**src/rtl/ctrl_pkg.sv**
```systemverilog
// ctrl_pkg: shared constants for the multi-cycle MIPS-subset controller.
//   - opcode and R-type funct codes
//   - alu_op encodings driven to the ALU
//   - FSM state encoding (exported on the debug 'state' port)
//   - instruction class latched in DECODE
//   - alu_src_b / pc_src mux encodings
package ctrl_pkg;

    localparam logic [5:0] OP_RTYPE = 6'h00;
    localparam logic [5:0] OP_J     = 6'h02;
    localparam logic [5:0] OP_BEQ   = 6'h04;
    localparam logic [5:0] OP_ADDI  = 6'h08;
    localparam logic [5:0] OP_LW    = 6'h23;
    localparam logic [5:0] OP_SW    = 6'h2B;

    localparam logic [5:0] FN_ADD = 6'h20;
    localparam logic [5:0] FN_SUB = 6'h22;
    localparam logic [5:0] FN_AND = 6'h24;
    localparam logic [5:0] FN_OR  = 6'h25;
    localparam logic [5:0] FN_SLT = 6'h2A;

    localparam logic [2:0] ALU_AND = 3'b000;
    localparam logic [2:0] ALU_OR  = 3'b001;
    localparam logic [2:0] ALU_ADD = 3'b010;
    localparam logic [2:0] ALU_SUB = 3'b110;
    localparam logic [2:0] ALU_SLT = 3'b111;

    localparam logic [1:0] SRCB_B       = 2'b00;
    localparam logic [1:0] SRCB_FOUR    = 2'b01;
    localparam logic [1:0] SRCB_IMM     = 2'b10;
    localparam logic [1:0] SRCB_IMM_SH2 = 2'b11;

    localparam logic [1:0] PCSRC_ALU    = 2'b00;
    localparam logic [1:0] PCSRC_ALUOUT = 2'b01;
    localparam logic [1:0] PCSRC_JUMP   = 2'b10;

    typedef enum logic [2:0] {
        ST_FETCH  = 3'd0,
        ST_DECODE = 3'd1,
        ST_EXEC   = 3'd2,
        ST_MEM    = 3'd3,
        ST_WB     = 3'd4,
        ST_BRANCH = 3'd5,
        ST_JUMP   = 3'd6,
        ST_UNUSED = 3'd7
    } state_e;

    typedef enum logic [2:0] {
        CLS_R    = 3'd0,
        CLS_ADDI = 3'd1,
        CLS_LW   = 3'd2,
        CLS_SW   = 3'd3,
        CLS_BEQ  = 3'd4,
        CLS_J    = 3'd5,
        CLS_ILL  = 3'd6
    } cls_e;

    // An R-type opcode with an unsupported funct is as illegal as a bad opcode.
    function automatic cls_e classify(input logic [5:0] op, input logic funct_ok);
        cls_e c;
        case (op)
            OP_RTYPE: c = funct_ok ? CLS_R : CLS_ILL;
            OP_ADDI:  c = CLS_ADDI;
            OP_LW:    c = CLS_LW;
            OP_SW:    c = CLS_SW;
            OP_BEQ:   c = CLS_BEQ;
            OP_J:     c = CLS_J;
            default:  c = CLS_ILL;
        endcase
        return c;
    endfunction

endpackage

```
**src/rtl/alu_op_dec.sv**
```systemverilog
// alu_op_dec: R-type funct to ALU operation decoder.
//   funct  in  6  IR[5:0]
//   alu_op out 3  ALU operation code
//   valid  out 1  funct is one of the supported R-type operations
module alu_op_dec
    import ctrl_pkg::*;
(
    input  logic [5:0] funct,
    output logic [2:0] alu_op,
    output logic       valid
);

    always_comb begin
        alu_op = ALU_ADD;
        valid  = 1'b1;
        case (funct)
            FN_ADD:  alu_op = ALU_ADD;
            FN_SUB:  alu_op = ALU_SUB;
            FN_AND:  alu_op = ALU_AND;
            FN_OR:   alu_op = ALU_OR;
            FN_SLT:  alu_op = ALU_SLT;
            default: valid  = 1'b0;
        endcase
    end

endmodule

```
**src/rtl/multicycle_ctrl.sv**
```systemverilog
// multicycle_ctrl: multi-cycle control sequencer for the MIPS-subset datapath.
// Inputs : clk, rst (sync, active high), opcode, funct, alu_zero, mem_rdy.
// Outputs: memory strobes (mem_rd, mem_wr, iord), register load enables
//          (ir_we, pc_we, mdr_we, alu_out_we, reg_we), mux selects
//          (pc_src, alu_src_a, alu_src_b, reg_dst, mem_to_reg), alu_op,
//          debug state, and one-cycle error pulses illegal / mem_err.
//
// state  | meaning
// FETCH  | read instruction at PC, PC += 4 on mem_rdy
// DECODE | branch target into ALUOut, dispatch on opcode
// EXEC   | R-type ALU op or address / immediate add
// MEM    | data access for lw / sw at ALUOut
// WB     | register file write
// BRANCH | beq compare, PC <= ALUOut when equal
// JUMP   | PC <= jump target
// (7)    | unused, returns to FETCH
module multicycle_ctrl
    import ctrl_pkg::*;
#(
    parameter int WAIT_LIMIT = 15
) (
    input  logic       clk,
    input  logic       rst,
    input  logic [5:0] opcode,
    input  logic [5:0] funct,
    input  logic       alu_zero,
    input  logic       mem_rdy,
    output logic       mem_rd,
    output logic       mem_wr,
    output logic       iord,
    output logic       ir_we,
    output logic       pc_we,
    output logic       mdr_we,
    output logic       alu_out_we,
    output logic       reg_we,
    output logic [1:0] pc_src,
    output logic       alu_src_a,
    output logic [1:0] alu_src_b,
    output logic [2:0] alu_op,
    output logic       reg_dst,
    output logic       mem_to_reg,
    output logic [2:0] state,
    output logic       illegal,
    output logic       mem_err
);

    localparam int CW = $clog2(WAIT_LIMIT + 1);

    state_e        state_q, state_d;
    cls_e          cls_q, cls_d;
    logic [CW-1:0] stall_cnt_q, stall_cnt_d;

    logic [2:0] fn_alu_op;
    logic       fn_valid;
    cls_e       dec_cls;
    logic       stall;
    logic       timeout;

    alu_op_dec u_alu_op_dec (
        .funct  (funct),
        .alu_op (fn_alu_op),
        .valid  (fn_valid)
    );

    assign dec_cls = classify(opcode, fn_valid);
    assign stall   = ((state_q == ST_FETCH) || (state_q == ST_MEM)) && !mem_rdy;
    // The counter holds the stalls already seen, so the abort lands on the
    // cycle after WAIT_LIMIT stalls; a ready in that cycle still completes.
    assign timeout = stall && (stall_cnt_q == CW'(WAIT_LIMIT));

    always_ff @(posedge clk) begin
        if (rst) begin
            state_q     <= ST_FETCH;
            cls_q       <= CLS_ILL;
            stall_cnt_q <= '0;
        end else begin
            state_q     <= state_d;
            cls_q       <= cls_d;
            stall_cnt_q <= stall_cnt_d;
        end
    end

    always_comb begin
        state_d = state_q;
        cls_d   = cls_q;
        case (state_q)
            ST_FETCH: begin
                if (mem_rdy) begin
                    state_d = ST_DECODE;
                end
            end
            ST_DECODE: begin
                cls_d = dec_cls;
                case (dec_cls)
                    CLS_R, CLS_ADDI, CLS_LW, CLS_SW: state_d = ST_EXEC;
                    CLS_BEQ: state_d = ST_BRANCH;
                    CLS_J:   state_d = ST_JUMP;
                    default: state_d = ST_FETCH;
                endcase
            end
            ST_EXEC: begin
                case (cls_q)
                    CLS_R, CLS_ADDI: state_d = ST_WB;
                    CLS_LW, CLS_SW:  state_d = ST_MEM;
                    default:         state_d = ST_FETCH;
                endcase
            end
            ST_MEM: begin
                if (mem_rdy) begin
                    state_d = (cls_q == CLS_LW) ? ST_WB : ST_FETCH;
                end else if (timeout) begin
                    state_d = ST_FETCH;
                end
            end
            default: state_d = ST_FETCH;
        endcase

        // Any completion, state change or timeout restarts the count.
        stall_cnt_d = (stall && !timeout) ? stall_cnt_q + 1'b1 : '0;
    end

    always_comb begin
        mem_rd     = 1'b0;
        mem_wr     = 1'b0;
        iord       = 1'b0;
        ir_we      = 1'b0;
        pc_we      = 1'b0;
        mdr_we     = 1'b0;
        alu_out_we = 1'b0;
        reg_we     = 1'b0;
        pc_src     = PCSRC_ALU;
        alu_src_a  = 1'b0;
        alu_src_b  = SRCB_B;
        alu_op     = ALU_AND;
        reg_dst    = 1'b0;
        mem_to_reg = 1'b0;
        state      = 3'd0;
        illegal    = 1'b0;
        mem_err    = 1'b0;
        if (!rst) begin
            state = state_q;
            case (state_q)
                ST_FETCH: begin
                    mem_rd    = 1'b1;
                    alu_src_b = SRCB_FOUR;
                    alu_op    = ALU_ADD;
                    pc_src    = PCSRC_ALU;
                    ir_we     = mem_rdy;
                    pc_we     = mem_rdy;
                    mem_err   = timeout;
                end
                ST_DECODE: begin
                    alu_src_b  = SRCB_IMM_SH2;
                    alu_op     = ALU_ADD;
                    alu_out_we = 1'b1;
                    illegal    = (dec_cls == CLS_ILL);
                end
                ST_EXEC: begin
                    alu_src_a  = 1'b1;
                    alu_out_we = 1'b1;
                    if (cls_q == CLS_R) begin
                        alu_src_b = SRCB_B;
                        alu_op    = fn_alu_op;
                    end else begin
                        alu_src_b = SRCB_IMM;
                        alu_op    = ALU_ADD;
                    end
                end
                ST_MEM: begin
                    iord    = 1'b1;
                    mem_rd  = (cls_q == CLS_LW);
                    mem_wr  = (cls_q == CLS_SW);
                    mdr_we  = (cls_q == CLS_LW) && mem_rdy;
                    mem_err = timeout;
                end
                ST_WB: begin
                    reg_we     = 1'b1;
                    reg_dst    = (cls_q == CLS_R);
                    mem_to_reg = (cls_q == CLS_LW);
                end
                ST_BRANCH: begin
                    alu_src_a = 1'b1;
                    alu_src_b = SRCB_B;
                    alu_op    = ALU_SUB;
                    pc_src    = PCSRC_ALUOUT;
                    pc_we     = alu_zero;
                end
                ST_JUMP: begin
                    pc_src = PCSRC_JUMP;
                    pc_we  = 1'b1;
                end
                default: ;
            endcase
        end
    end

endmodule

```
**config.mk**
```make
export PLATFORM = sky130hd
export DESIGN_NAME = multicycle_ctrl
export DESIGN_NICKNAME = d
export VERILOG_FILES = /design/src/rtl/ctrl_pkg.sv /design/src/rtl/alu_op_dec.sv /design/src/rtl/multicycle_ctrl.sv
export SDC_FILE = /design/constraint.sdc
export NUM_CORES = 1
export LEC_CHECK = 0
export CAP_MARGIN = 20
export CORE_UTILIZATION = 42
export DETAILED_ROUTE_END_ITERATION = 12
export PLACE_DENSITY = 0.8
export SYNTH_ARGS = -nofsm -noshare
export SYNTH_HDL_FRONTEND = slang
export SYNTH_SLANG_ARGS = --single-unit
```
**constraint.sdc**
```tcl
create_clock -name clk -period 1.8 [get_ports clk]
set_input_delay 0.36 -clock clk [delete_from_list [all_inputs] [get_ports clk]]
set_output_delay 0.36 -clock clk [all_outputs]
set_load 0.02 [all_outputs]
```
==> flow_summary.rst, run 1 <==
.. list-table::
   :header-rows: 1

   * - Metric
     - Value
   * - Result of the run
     - did not finish
   * - Stage where the run ended
     - global routing
   * - Error that halted the flow
     - [ERROR GRT-0232] Routing congestion too high. Check the congestion heatmap in the GUI.
   * - CTS H-tree depth
     - 1
   * - Clk sink count
     - 10
   * - Row Count
     - 16
   * - Syn_nets
     - about 140
   * - Height of the die
     - around 48 um
   * - Count of synthesis-stage warnings from yosys
     - 0
   * - RePlAce Congestion
     - 0.894
   * - Worst endpoint type
     - primary output
   * - Max clock buf depth
     - 2
   * - Initial Utilization
     - 45.5%
   * - Endpoint with the least setup slack after the last repair
     - illegal
   * - Mapped Avg Cell Area
     - slightly above 7 sq um
   * - Cell count after synthesis
     - between 100 and 150
   * - Cell area after technology mapping
     - 901 sq um
   * - Largest net degree at the start of global routing
     - 15
   * - Count of different cell masters after synthesis
     - 43
   * - Number of CTS-inserted buffers
     - 3
   * - Number of synthesized flops with an enable pin
     - 0
   * - Ys async rst share
     - 0%
   * - Placed wire-length estimate
     - approximately 2.6 mm
   * - Hold-fix buffer count after cts
     - 0
   * - Io pins
     - 39
   * - GRT Util Overall
     - 56.8%
   * - Root buf cell
     - sky130_fd_sc_hd__clkbuf_4
   * - Most common flop cell mapped by yosys
     - sky130_fd_sc_hd__dfxtp_1
   * - Flip-flop and latch count after synthesis
     - 10
   * - GR Overflow Total
     - 12
   * - Die X-Extent
     - 48.3 um
   * - Sequential fraction of the synthesis area
     - 22.2%
   * - Port buffer count
     - 38
## through the flow
stage	setup WS, ps	cells	area [sq um]
after floorplan	-165	124	923
after global placement	-954	226	1630
after detailed placement	-1000	226	1630
after CTS	-370	231	1740
## logic make-up after synthesis
family / count (synthesis) / synth area share (%)
muxes: 1 / 1.11
adders and majority gates: 2 / 2.50
DFF: 10 / 22.2
xor gates and xnor gates: 3 / 2.92
and+or+nand+nor: 71 / 45.3
AOI/OAI and AO/OA: 29 / 22.6
buffers and inverters: 8 / 3.33
## synthesized netlist by cell type (2+ instances only)
library cell / count / share of area [%]
sky130_fd_sc_hd__a2111oi_0: 2 / 1.9
sky130_fd_sc_hd__a311oi_1: 2 / 1.9
sky130_fd_sc_hd__and3_1: 5 / 3.5
sky130_fd_sc_hd__nor3_1: 7 / 3.9
sky130_fd_sc_hd__dfxtp_1: 10 / 22
sky130_fd_sc_hd__nor2_1: 20 / 8.3
sky130_fd_sc_hd__nand2b_1: 6 / 4.2
sky130_fd_sc_hd__or2_2: 2 / 1.4
sky130_fd_sc_hd__a211oi_1: 3 / 2.5
sky130_fd_sc_hd__nand3_1: 4 / 2.2
sky130_fd_sc_hd__xor2_1: 2 / 1.9
sky130_fd_sc_hd__nor2b_1: 2 / 1.4
sky130_fd_sc_hd__inv_1: 4 / 1.7
sky130_fd_sc_hd__and2_1: 2 / 1.4
sky130_fd_sc_hd__nor3b_1: 3 / 2.5
sky130_fd_sc_hd__o21ai_0: 4 / 2.2
sky130_fd_sc_hd__nor4_1: 2 / 1.4
sky130_fd_sc_hd__clkbuf_1: 4 / 1.7
sky130_fd_sc_hd__nand2_1: 7 / 2.9
sky130_fd_sc_hd__nand4_1: 2 / 1.4
sky130_fd_sc_hd__a21oi_1: 9 / 5.0
## timing repair
action | 4_1_cts
setup endpoints to repair | 26
buffers inserted | 2
gates resized for setup | 147
pin swaps | 10
## layer usage
layer	global-route usage (%)	overflow
met1	49.0	0
met2	89.2	6
met3	28.3	0
met4	64.7	6
met5	0	0
==> run 2, diff against run 1 <==
CORE_AREA = 2 2 63 65   (was default)
CORE_UTILIZATION = default   (was 42)
DIE_AREA = 0 0 65 67   (was default)
PLACE_DENSITY = default   (was 0.8)
PLACE_DENSITY_LB_ADDON = 0.15   (was default)
==> flow_summary.rst, run 2 <==
.. list-table::
   :header-rows: 1

   * - Metric
     - Value
   * - CTS H-tree depth
     - 1 (unchanged)
   * - Reg-to-reg endpoint
     - state_q[1]
   * - Area fraction of the dominant cell type after synthesis
     - 22.2% (unchanged)
   * - Core ar.
     - 3610 sq um
   * - Crit. End Element
     - output pin
   * - Number of CTS-inserted buffers
     - 3 (unchanged)
   * - Final net count
     - 233
   * - Count of different cell masters after synthesis
     - 43 (unchanged)
   * - Height of the die
     - 67 um (+39%)
   * - Worst hold path stage count
     - 1
   * - Number of global-route vias before repair
     - between 1000 and 1500
   * - Peak fanout along the critical path
     - 4
   * - Final non-filler cell total
     - 263
   * - Worst Setup Slack, final
     - -193 ps
   * - Number of antenna violations at the first check in global routing
     - 0
   * - Tcrit/Tclk final
     - 111%
   * - Final Core Density
     - 51.5%
   * - R2r setup slk
     - 140 ps
   * - Slew Limit Headroom
     - just under 70%
   * - Startpoint of the tightest hold check path
     - stall_cnt_q[0]
   * - Max FFs per register
     - 4
   * - Most area-consuming cells after synthesis
     - sky130_fd_sc_hd__dfxtp_1 22%, sky130_fd_sc_hd__nor2_1 8.3%, sky130_fd_sc_hd__a21oi_1 5.0%, sky130_fd_sc_hd__nand2b_1 4.2%, sky130_fd_sc_hd__nor3_1 3.9%
   * - Sequential share of power
     - 30.5%
   * - Post-detailed-route via-to-cell ratio
     - 4.85
   * - Startpoint of the worst register-to-register path
     - state_q[1]
   * - Data arrival at the endpoint of the critical path
     - 1630 ps
   * - Initial Utilization
     - 25.0% (-20 points)
   * - Clock edge transition at the registers on the reported setup and hold paths
     - 50 ps
   * - Wire length after detailed routing
     - around 3.1 mm
   * - Max-capacitance violation count
     - 0
   * - Worst EP required
     - 1440 ps
   * - Maximum vdd drop
     - approximately 230 uV
   * - Final Max Tran Viols
     - 0
   * - Startpoint kind of the worst setup timing path
     - primary input
   * - GRT Util Overall
     - 15.2%
   * - Result of the run
     - complete, but fails checks
   * - Clk sink count
     - 10 (unchanged)
   * - Final Hold Fails
     - 0
   * - Most common flop cell mapped by yosys
     - sky130_fd_sc_hd__dfxtp_1
   * - First-pass GRT wire length
     - 5.19 mm
   * - Cell area after technology mapping
     - 901 sq um (unchanged)
   * - Flip-flop and latch count after synthesis
     - 10 (unchanged)
   * - Row Count
     - 22 (+6)
   * - Power density over the cells
     - between 400 and 500 nW/um^2
   * - Final critical path time including I/O delays and setup
     - roughly 2000 ps
   * - RePlAce Congestion
     - 0.773 (-14%)
   * - # diodes
     - 0
   * - First-iteration detailed-routing DRC count
     - 62
   * - CTS tree
     - done
   * - Reported leakage power
     - 0.000853 uW
   * - Ys async rst share
     - 0% (unchanged)
   * - Count of synthesis-stage warnings from yosys
     - 0 (unchanged)
   * - Most frequent cells after synthesis
     - 20 x sky130_fd_sc_hd__nor2_1, 10 x sky130_fd_sc_hd__dfxtp_1, 9 x sky130_fd_sc_hd__a21oi_1, 7 x sky130_fd_sc_hd__nand2_1, 7 x sky130_fd_sc_hd__nor3_1
   * - Die Area
     - around 4400 sq um
   * - Transition at the pin with the smallest max-transition slack
     - 467 ps
   * - Placed cell count
     - 253 (+12%)
   * - Placed wire-length estimate
     - 2.48 mm (-5.9%)
   * - Port buffer count
     - 38 (unchanged)
   * - Internal power
     - about 550 uW
   * - Biggest regs
     - stall_cnt_q (4), cls_q (3), state_q (3)
   * - Number of DRC violations after detailed routing
     - 0
   * - Area of placed instances
     - 1700 sq um (+4.4%)
   * - Sum Neg Setup Slack
     - -200 ps
   * - Sequence of cells on the critical path
     - clkdlybuf4s15_1 -> buf_6 -> xor2_1 -> a32o_1 -> a2111oi_2 -> buf_2
   * - Root buf cell
     - sky130_fd_sc_hd__clkbuf_8
   * - Count of endpoints failing setup in the final report
     - 2
   * - Largest net degree at the start of global routing
     - 8
   * - Clock latency on the worst-skew pair
     - 230 ps
   * - RSZ-0062 raised after global routing
     - true
   * - Hold Path Sink
     - stall_cnt_q[0]
   * - Cell depth of the worst flop-to-flop path
     - 7
   * - Class of the worst hold path
     - reg2reg
   * - GR Overflow Total
     - 0
   * - Hold-fix buffer count after cts
     - 0 (unchanged)
   * - CP peak stage delay
     - 320 ps
   * - Most frequent cells in the layout
     - 52 x sky130_fd_sc_hd__buf_4, 19 x sky130_fd_sc_hd__nor2_1, 13 x sky130_fd_sc_hd__buf_2
   * - First drt pass iteration count
     - 4
   * - Layout cells sized above 1
     - 54.0%
   * - Clock share of power
     - a little over a third
   * - Switching power as a share of total power
     - ~28%
   * - Fill cell count
     - 370
   * - Most area-hungry cell type in the Yosys netlist
     - sky130_fd_sc_hd__dfxtp_1
   * - Mapped Avg Cell Area
     - 7.27 sq um (unchanged)
   * - Proportion of power drawn by combinational gates
     - 33.3%
   * - Leading cell type in the layout, fill and taps excluded
     - sky130_fd_sc_hd__buf_4
   * - Syn_nets
     - 141 (unchanged)
   * - Type of the setup path with the least slack
     - in2out
   * - Sequential fraction of the synthesis area
     - 22.2% (unchanged)
   * - Register bank with the most flops
     - stall_cnt_q
   * - Critical-path cell with the highest stage delay
     - sky130_fd_sc_hd__a2111oi_2
   * - Failing checks
     - setup timing
   * - Per-cell routed wire length
     - 11.9 um
   * - DRT antenna net count
     - 0
   * - Power spent charging and discharging nets
     - 213 uW
   * - Final design area excluding fillers
     - 1860 sq um
   * - Most used standard cell by instance count after synthesis
     - sky130_fd_sc_hd__nor2_1
   * - Number of synthesized flops with an enable pin
     - 0 (unchanged)
   * - Area added between synthesis and finish
     - 106%
   * - Peak clock frequency supported by timing
     - 502 MHz
   * - Io pins
     - 39 (unchanged)
   * - Cell count after synthesis
     - 124 (unchanged)
   * - Vias
     - 1275
   * - Worst clock skew
     - 0.519 ps
   * - Die X-Extent
     - 65 um (+35%)
   * - Max clock buf depth
     - 2 (unchanged)
-- run 2: layout make-up --
type / count / area (sq um) / area share [%]
clock buffers: 4 / 55.1 / 2.96
inverters: 4 / 17.5 / 0.943
multi-input cells: 106 / 817 / 44.0
flip-flops and latches: 10 / 204 / 11.0
well taps: 48 / 60.1 / 3.23
repair buffers: 91 / 703 / 37.9
-- run 2: power groups by stage --
stage	combinational [uW]	clock [uW]	sequential (uW)
after floorplan	95.5	0	236
after global placement	237	0	235
after detailed placement	240	0	235
after CTS	241	283	232
after global routing	276	297	232
final	254	276	233
-- run 2: per-layer routing --
layer	global-route usage [%]	wire, um
met1	18.0	1390
met2	26.8	1530
met3	2.03	162
met4	7.18	46
met5	0	0
-- run 2: logic make-up (layout without fill, tap and decap cells) --
group / count (synthesis) / count (layout) / share of synthesized area (%)
simple gates: 71 / 71 / 45.3
xor+xnor: 3 / 3 / 2.92
fa+ha+maj: 2 / 2 / 2.50
buf+inv: 8 / 99 / 3.33
compound gates: 29 / 29 / 22.6
mux: 1 / 1 / 1.11
flops: 10 / 10 / 22.2
-- run 2: critical path, delay by kind of cell --
family / cells / cell delay, ps
buffers and inverters: 3 / 560
AOI/OAI and AO/OA: 2 / 560
xor gates and xnor gates: 1 / 150
-- run 2: worst max path at each step --
stage	cells past startpoint	startpoint	slack, ps	endpoint
after floorplan	4	opcode[0]	-170	illegal
after global placement	6	opcode[5]	-960	illegal
after detailed placement	6	opcode[5]	-1020	illegal
after CTS	6	opcode[0]	-330	illegal
after global routing	6	opcode[4]	-290	illegal
final	6	opcode[1]	-190	illegal
-- run 2: metrics by stage --
step / hold slack [ps] / worst slack, ps / power [uW]
floorplan: 418 / -165 / 331
global placement: 427 / -964 / 472
detailed placement: 439 / -1020 / 475
CTS: 447 / -328 / 756
global route: 474 / -291 / 805
finish: 455 / -193 / 763
-- run 2: repair_timing --
item                       CTS  global route
buffers inserted             4             2
setup endpoints to repair   27            14
resized for setup          137            33
pin swaps                   11            13
Power figures use the tool's default switching activity.
==> run 3, diff against run 2 <==
clock period = 2.55 ns   (was 1.8 ns; I/O delays follow)
==> flow_summary.rst, run 3 (synthesis gave the netlist of run 2 again) <==
.. list-table::
   :header-rows: 1

   * - Metric
     - Value
   * - Area of placed instances
     - 1550 sq um (-9.2%)
   * - Proportion of power drawn by combinational gates
     - 29.5% (-3.8 points)
   * - Max-capacitance violation count
     - 0 (unchanged)
   * - Met2 demand-to-capacity share in global routing
     - 27.1% (+0.26 points)
   * - Type of the setup path with the least slack
     - in2out
   * - Class of the worst hold path
     - reg2reg
   * - GRT Util Overall
     - 14.4% (-0.74 points)
   * - RePlAce Congestion
     - 0.748 (-3.2%)
   * - Register bank with the most flops
     - stall_cnt_q
   * - Clock edge transition at the registers on the reported setup and hold paths
     - 50 ps (about the same)
   * - Power spent charging and discharging nets
     - 138 uW (-35%)
   * - Post-CTS repair timing setup buffer count
     - 0 (-4)
   * - Maximum vdd drop
     - 106 uV (-54%)
   * - Initial Utilization
     - 25.0% (unchanged)
   * - Clock latency on the worst-skew pair
     - 240 ps (about the same)
   * - Leading cell type in the layout, fill and taps excluded
     - sky130_fd_sc_hd__buf_4
   * - Worst Setup Slack, final
     - 71.1 ps (+264 ps)
   * - Post-Place Worst Slack
     - -613 ps (+408 ps)
   * - Startpoint kind of the worst setup timing path
     - primary input
   * - Die Area
     - 4360 sq um (unchanged)
   * - GR Overflow Total
     - 0 (unchanged)
   * - Biggest regs
     - stall_cnt_q (4), cls_q (3), state_q (3)
   * - Fill cell count
     - 383 (+3.5%)
   * - Root buf cell
     - sky130_fd_sc_hd__clkbuf_8
   * - FF/Latch Area
     - 200 sq um (-1.8%)
   * - Number of antenna violations at the first check in global routing
     - 0 (unchanged)
   * - Io pins
     - 39 (unchanged)
   * - Worst clock skew
     - 1.21 ps (+0.694 ps)
   * - Count of endpoints failing setup in the final report
     - 0 (-2)
   * - Clock share of power
     - 38.3% (+2.1 points)
   * - Final Max Tran Viols
     - 0 (unchanged)
   * - Tcrit/Tclk final
     - a little over nine tenths
   * - RSZ-0062 raised after global routing
     - true
   * - Clk sink count
     - 10 (unchanged)
   * - Number of CTS-inserted buffers
     - 3 (unchanged)
   * - Placed wire-length estimate
     - 2.31 mm (-7.0%)
   * - Max clock buf depth
     - 2 (unchanged)
   * - Number of DRC violations after detailed routing
     - 0 (unchanged)
   * - Data arrival at the endpoint of the critical path
     - 1970 ps (+340 ps)
   * - Crit. End Element
     - output pin
   * - DRT antenna net count
     - 0 (unchanged)
   * - Per-cell routed wire length
     - 12.0 um (+1.2%)
   * - Routing usage on met1
     - 17.4% (-0.59 points)
   * - Port buffer count
     - 38 (unchanged)
   * - Sequential share of power
     - 32.1% (+1.6 points)
   * - Core ar.
     - 3610 sq um (unchanged)
   * - Hold-fix buffer count after cts
     - 0 (unchanged)
   * - Final net count
     - 209 (-10%)
   * - Busiest layer in global routing
     - met2
   * - Area added between synthesis and finish
     - 78.1%
   * - R2r setup slk
     - 850 ps (+710 ps)
   * - # diodes
     - 0 (unchanged)
   * - Multi-input gate area
     - 711 sq um (-13%)
   * - Peak clock frequency supported by timing
     - between 400 and 500 MHz
   * - Die X-Extent
     - 65 um (unchanged)
   * - Max FFs per register
     - 4 (unchanged)
   * - Largest net degree at the start of global routing
     - 17 (+9)
   * - Reported leakage power
     - 0.000730 uW (-14%)
   * - Worst EP required
     - 2040 ps (+600 ps)
   * - Post-detailed-route via-to-cell ratio
     - 4.82 (-0.66%)
   * - Transition at the pin with the smallest max-transition slack
     - 480 ps (+12.8 ps)
   * - Internal power
     - 370 uW (-33%)
   * - Power density over the cells
     - 317 nW/um^2 (-23%)
   * - Vias
     - 1151 (-9.7%)
   * - First-iteration detailed-routing DRC count
     - 54 (-13%)
   * - Final critical path time including I/O delays and setup
     - 2480 ps
   * - Most frequent cells in the layout
     - 30 x sky130_fd_sc_hd__buf_4, 20 x sky130_fd_sc_hd__nor2_1, 13 x sky130_fd_sc_hd__dlygate4sd2_1
   * - Final design area excluding fillers
     - 1600 sq um (-14%)
   * - Layout cells sized above 1
     - 27.7% (-26 points)
   * - Switching power as a share of total power
     - 27.2% (-0.72 points)
   * - Height of the die
     - 67 um (unchanged)
   * - Result of the run
     - complete, no violations
   * - Wire length after detailed routing
     - 2.87 mm (-8.0%)
   * - Number of global-route vias before repair
     - 1121 (-5.3%)
   * - Global-route track usage on met3
     - 1.18% (-0.84 points)
   * - Final Hold Fails
     - 0 (unchanged)
   * - Slew Limit Headroom
     - 67.7% (-0.86 points)
   * - Peak fanout along the critical path
     - 3 (-1)
   * - First-pass GRT wire length
     - 4.96 mm (-4.4%)
   * - Row Count
     - 22 (unchanged)
   * - CTS tree
     - done
   * - CTS H-tree depth
     - 1 (unchanged)
   * - First drt pass iteration count
     - 4 (unchanged)
[run 3: power groups by stage]
stage / Sequential [uW] / Combinational (uW) / Clock (uW)
finish: 163 / 150 / 195
CTS: 163 / 148 / 199
global placement: 166 / 151 / 0
global route: 164 / 165 / 210
floorplan: 166 / 65.4 / 0
detailed placement: 166 / 153 / 0
[run 3: area by class of cell]
type | instances | area share (%)
inverters | 4 | 0.936
clock buffers | 4 | 3.43
repair buffers | 67 | 35.1
multi-input cells | 106 | 44.3
well taps | 48 | 3.74
flip-flops and latches | 10 | 12.5
[run 3: worst paths after layout]
check                                    start  depth (start not counted)             end
worst max-delay path                 opcode[5]                          6         illegal
worst min-delay path            stall_cnt_q[0]                          1  stall_cnt_q[0]
worst max register to register      state_q[2]                          5      state_q[0]
worst min register to register  stall_cnt_q[0]                          1  stall_cnt_q[0]
[run 3: stage by stage]
step | std cells | utilization (%) | power [uW] | hold WS (ps) | setup TNS (ps)
after CTS | 239 | 43.9 | 511 | 456 | -128
after floorplan | 124 | - | 232 | 418 | 0
after global placement | 235 | 42.9 | 317 | 433 | -3570
final | 239 | 44.5 | 508 | 456 | 0
after detailed placement | 235 | 42.9 | 319 | 444 | -3770
after global routing | 239 | 44.5 | 538 | 481 | -48.5
[run 3: critical path: stages]
cell	delay, ps
sky130_fd_sc_hd__buf_6	100
sky130_fd_sc_hd__or3_4	400
sky130_fd_sc_hd__nor4_4	320
sky130_fd_sc_hd__nand2_2	100
sky130_fd_sc_hd__a2111oi_4	350
sky130_fd_sc_hd__buf_4	190
[run 3: what timing repair did]
item	4_1_cts	5_1_grt
gates resized for setup	32	26
endpoints found under the hold margin	0	0
pin swaps	0	4
endpoints found under the setup margin	20	10
[run 3: metal layers]
layer	wire (um)	part of all wire (%)
met5	0	0
met4	25	0.87
met3	115	4.0
met2	1410	49
met1	1330	46
==> run 4, diff against run 3 <==
clock period = 3.1 ns   (was 2.55 ns; I/O delays follow)
==> flow_summary.rst, run 4 (synthesis gave the netlist of run 2 again) <==
.. list-table::
   :header-rows: 1

   * - Metric
     - Value
   * - Sequence of cells on the critical path
     - clkdlybuf4s50_1 -> or2_2 -> a21oi_1 -> a21boi_0 -> clkdlybuf4s50_1
   * - Number of CTS-inserted buffers
     - 3 (unchanged)
   * - Final Hold Fails
     - 0 (unchanged)
   * - Peak fanout along the critical path
     - 5 (+2)
   * - Count of endpoints failing setup in the final report
     - 0 (unchanged)
   * - Proportion of power drawn by combinational gates
     - 28.9% (-0.6 points)
   * - Area added between synthesis and finish
     - 67.9%
   * - Biggest regs
     - stall_cnt_q (4), cls_q (3), state_q (3)
   * - Number of antenna violations at the first check in global routing
     - 0 (unchanged)
   * - Port buffer count
     - 38 (unchanged)
   * - Power density over the cells
     - 268 nW/um^2 (-16%)
   * - Post-Place Worst Slack
     - -335 ps (+278 ps)
   * - GRT Util Overall
     - 13.0% (-1.4 points)
   * - CTS H-tree depth
     - 1 (unchanged)
   * - Most used cell along the critical path
     - sky130_fd_sc_hd__clkdlybuf4s50_1
   * - Reg-to-reg endpoint
     - state_q[0]
   * - First-pass GRT wire length
     - 4.55 mm (-8.2%)
   * - Row Count
     - 22 (unchanged)
   * - Layout cells sized above 1
     - 16.8% (-11 points)
   * - Io pins
     - 39 (unchanged)
   * - # diodes
     - 0 (unchanged)
   * - Final non-filler cell total
     - 227 (-5.0%)
   * - Max FFs per register
     - 4 (unchanged)
   * - Critical-path cell with the highest stage delay
     - sky130_fd_sc_hd__clkdlybuf4s50_1
   * - Post-detailed-route via-to-cell ratio
     - 4.89 (+1.6%)
   * - Class of the worst hold path
     - reg2reg
   * - Clock share of power
     - 37.8% (-0.5 points)
   * - Clock edge transition at the registers on the reported setup and hold paths
     - 40 ps (about the same)
   * - Crit. End Element
     - output pin
   * - Die Area
     - 4360 sq um (unchanged)
   * - Per-cell routed wire length
     - 11.9 um (-1.3%)
   * - Hold-fix buffer count after cts
     - 0 (unchanged)
   * - Final net count
     - 197 (-5.7%)
   * - Fill cell count
     - 372 (-2.9%)
   * - Initial Utilization
     - 25.0% (unchanged)
   * - Number of global-route vias before repair
     - 1054 (-6.0%)
   * - Most frequent cells in the layout
     - 36 x sky130_fd_sc_hd__clkdlybuf4s50_1, 20 x sky130_fd_sc_hd__nor2_1, 17 x sky130_fd_sc_hd__buf_4
   * - R2r setup slk
     - 1310 ps (+460 ps)
   * - First-iteration detailed-routing DRC count
     - 79 (+46%)
   * - Post-CTS repair timing setup buffer count
     - 0 (unchanged)
   * - Placed wire-length estimate
     - 2.22 mm (-3.9%)
   * - GR Overflow Total
     - 0 (unchanged)
   * - CP peak stage delay
     - 620 ps (+220 ps)
   * - RePlAce Congestion
     - 0.842 (+13%)
   * - Sequential share of power
     - 33.2% (+1.1 points)
   * - Placed cell count
     - 223 (-5.1%)
   * - Peak clock frequency supported by timing
     - about 330 MHz
   * - Number of DRC violations after detailed routing
     - 0 (unchanged)
   * - First drt pass iteration count
     - 4 (unchanged)
   * - Max clock buf depth
     - 2 (unchanged)
   * - Wire length after detailed routing
     - 2.69 mm (-6.3%)
   * - Type of the setup path with the least slack
     - in2out
   * - Reported leakage power
     - 0.000596 uW (-18%)
   * - Worst clock skew
     - 2.11 ps (+0.901 ps)
   * - Internal power
     - 302 uW (-18%)
   * - Result of the run
     - complete, no violations
   * - Root buf cell
     - sky130_fd_sc_hd__clkbuf_8
   * - Tcrit/Tclk final
     - 96.6%
   * - Clk sink count
     - 10 (unchanged)
   * - Height of the die
     - 67 um (unchanged)
   * - CTS tree
     - done
   * - Final critical path time including I/O delays and setup
     - about 3000 ps
   * - Maximum vdd drop
     - 137 uV (+30%)
   * - Startpoint kind of the worst setup timing path
     - primary input
   * - Worst hold path stage count
     - 1 (unchanged)
   * - Largest net degree at the start of global routing
     - 16 (-1)
   * - Core ar.
     - 3610 sq um (unchanged)
   * - Cell depth of the worst flop-to-flop path
     - 5 (unchanged)
   * - Multi-input gate area
     - 677 sq um (-4.8%)
   * - Slew Limit Headroom
     - 71.0% (+3.3 points)
   * - Max-capacitance violation count
     - 0 (unchanged)
   * - Power spent charging and discharging nets
     - 103 uW (-26%)
   * - Clock latency on the worst-skew pair
     - 230 ps (about the same)
   * - Source of the critical timing path
     - rst
   * - Capture point of the critical path
     - alu_src_b[1]
   * - Die X-Extent
     - 65 um (unchanged)
   * - Data arrival at the endpoint of the critical path
     - 2380 ps (+410 ps)
   * - FF/Latch Area
     - 200 sq um (unchanged)
   * - DRT antenna net count
     - 0 (unchanged)
   * - Final Max Tran Viols
     - 0 (unchanged)
   * - Worst Setup Slack, final
     - 104 ps (+33.2 ps)
   * - Worst EP required
     - 2480 ps (+440 ps)
   * - Vias
     - 1111 (-3.5%)
   * - Register bank with the most flops
     - stall_cnt_q
   * - Sum Neg Setup Slack
     - 0 ps (unchanged)
   * - Switching power as a share of total power
     - 25.4% (-1.8 points)
   * - Startpoint of the worst register-to-register path
     - state_q[1]
   * - Transition at the pin with the smallest max-transition slack
     - 430 ps (-49.6 ps)
   * - RSZ-0062 raised after global routing
     - false
   * - Leading cell type in the layout, fill and taps excluded
     - sky130_fd_sc_hd__clkdlybuf4s50_1
-- run 4: changes by cell type in the layout (fill, tap and decap cells not counted), sizes merged --
cell	before	now
clkbuf	8	5
dlygate4sd2	13	0
dlymetal6s2s	3	1
clkdlybuf4s15	3	0
clkdlybuf4s50	12	36
buf	32	17
-- run 4: worst max-delay path: cells and delay by family --
| family | cells | cell delay (ps) |
|---|---|---|
| AOI/OAI and AO/OA | 2 | 360 |
| buffers and inverters | 2 | 1050 |
| and+or+nand+nor | 1 | 340 |
-- run 4: timing repair --
item,CTS,global route
cloned,0,0
resized for setup,2,4
setup endpoints to repair,1,3
-- run 4: worst min-delay path by stage --
stage / from / to / slack (ps)
floorplan: stall_cnt_q[0] / stall_cnt_q[0] / 420
global placement: stall_cnt_q[0] / stall_cnt_q[0] / 430
detailed placement: stall_cnt_q[0] / stall_cnt_q[0] / 440
CTS: stall_cnt_q[0] / stall_cnt_q[0] / 450
global route: stall_cnt_q[0] / stall_cnt_q[0] / 480
finish: stall_cnt_q[0] / stall_cnt_q[0] / 450
-- run 4: final cells by class --
type                       count  area share (%)
sequential                    10            13.2
timing repair buffer          55            33.4
multi-input combinational    106            44.7
tap                           48            3.97
clock buffer                   4            3.64
inverter                       4           0.993
-- run 4: power by group through the flow --
stage,logic (uW),clock network (uW),registers (uW)
global placement,117,0,137
CTS,117,158,135
detailed placement,117,0,137
global route,128,166,135
finish,117,153,134
floorplan,53.5,0,137
-- run 4: through the flow --
step	hold slack [ps]	cell area [sq um]	total power (uW)	util [%]
floorplan	418	901	190	-
global placement	435	1450	253	40.3
detailed placement	445	1450	254	40.3
CTS	450	1510	410	41.8
global route	478	1510	429	41.9
finish	445	1510	405	41.9
-- run 4: routing by layer --
metal | vias to the layer above | global-route usage (%) | share of wire (%)
met3 | 0 | 2.03 | 5.2
li1 | 569 | - | -
met1 | 507 | 15.6 | 45
met2 | 35 | 25.1 | 50
met5 | - | 0 | 0
met4 | 0 | 0.798 | 0
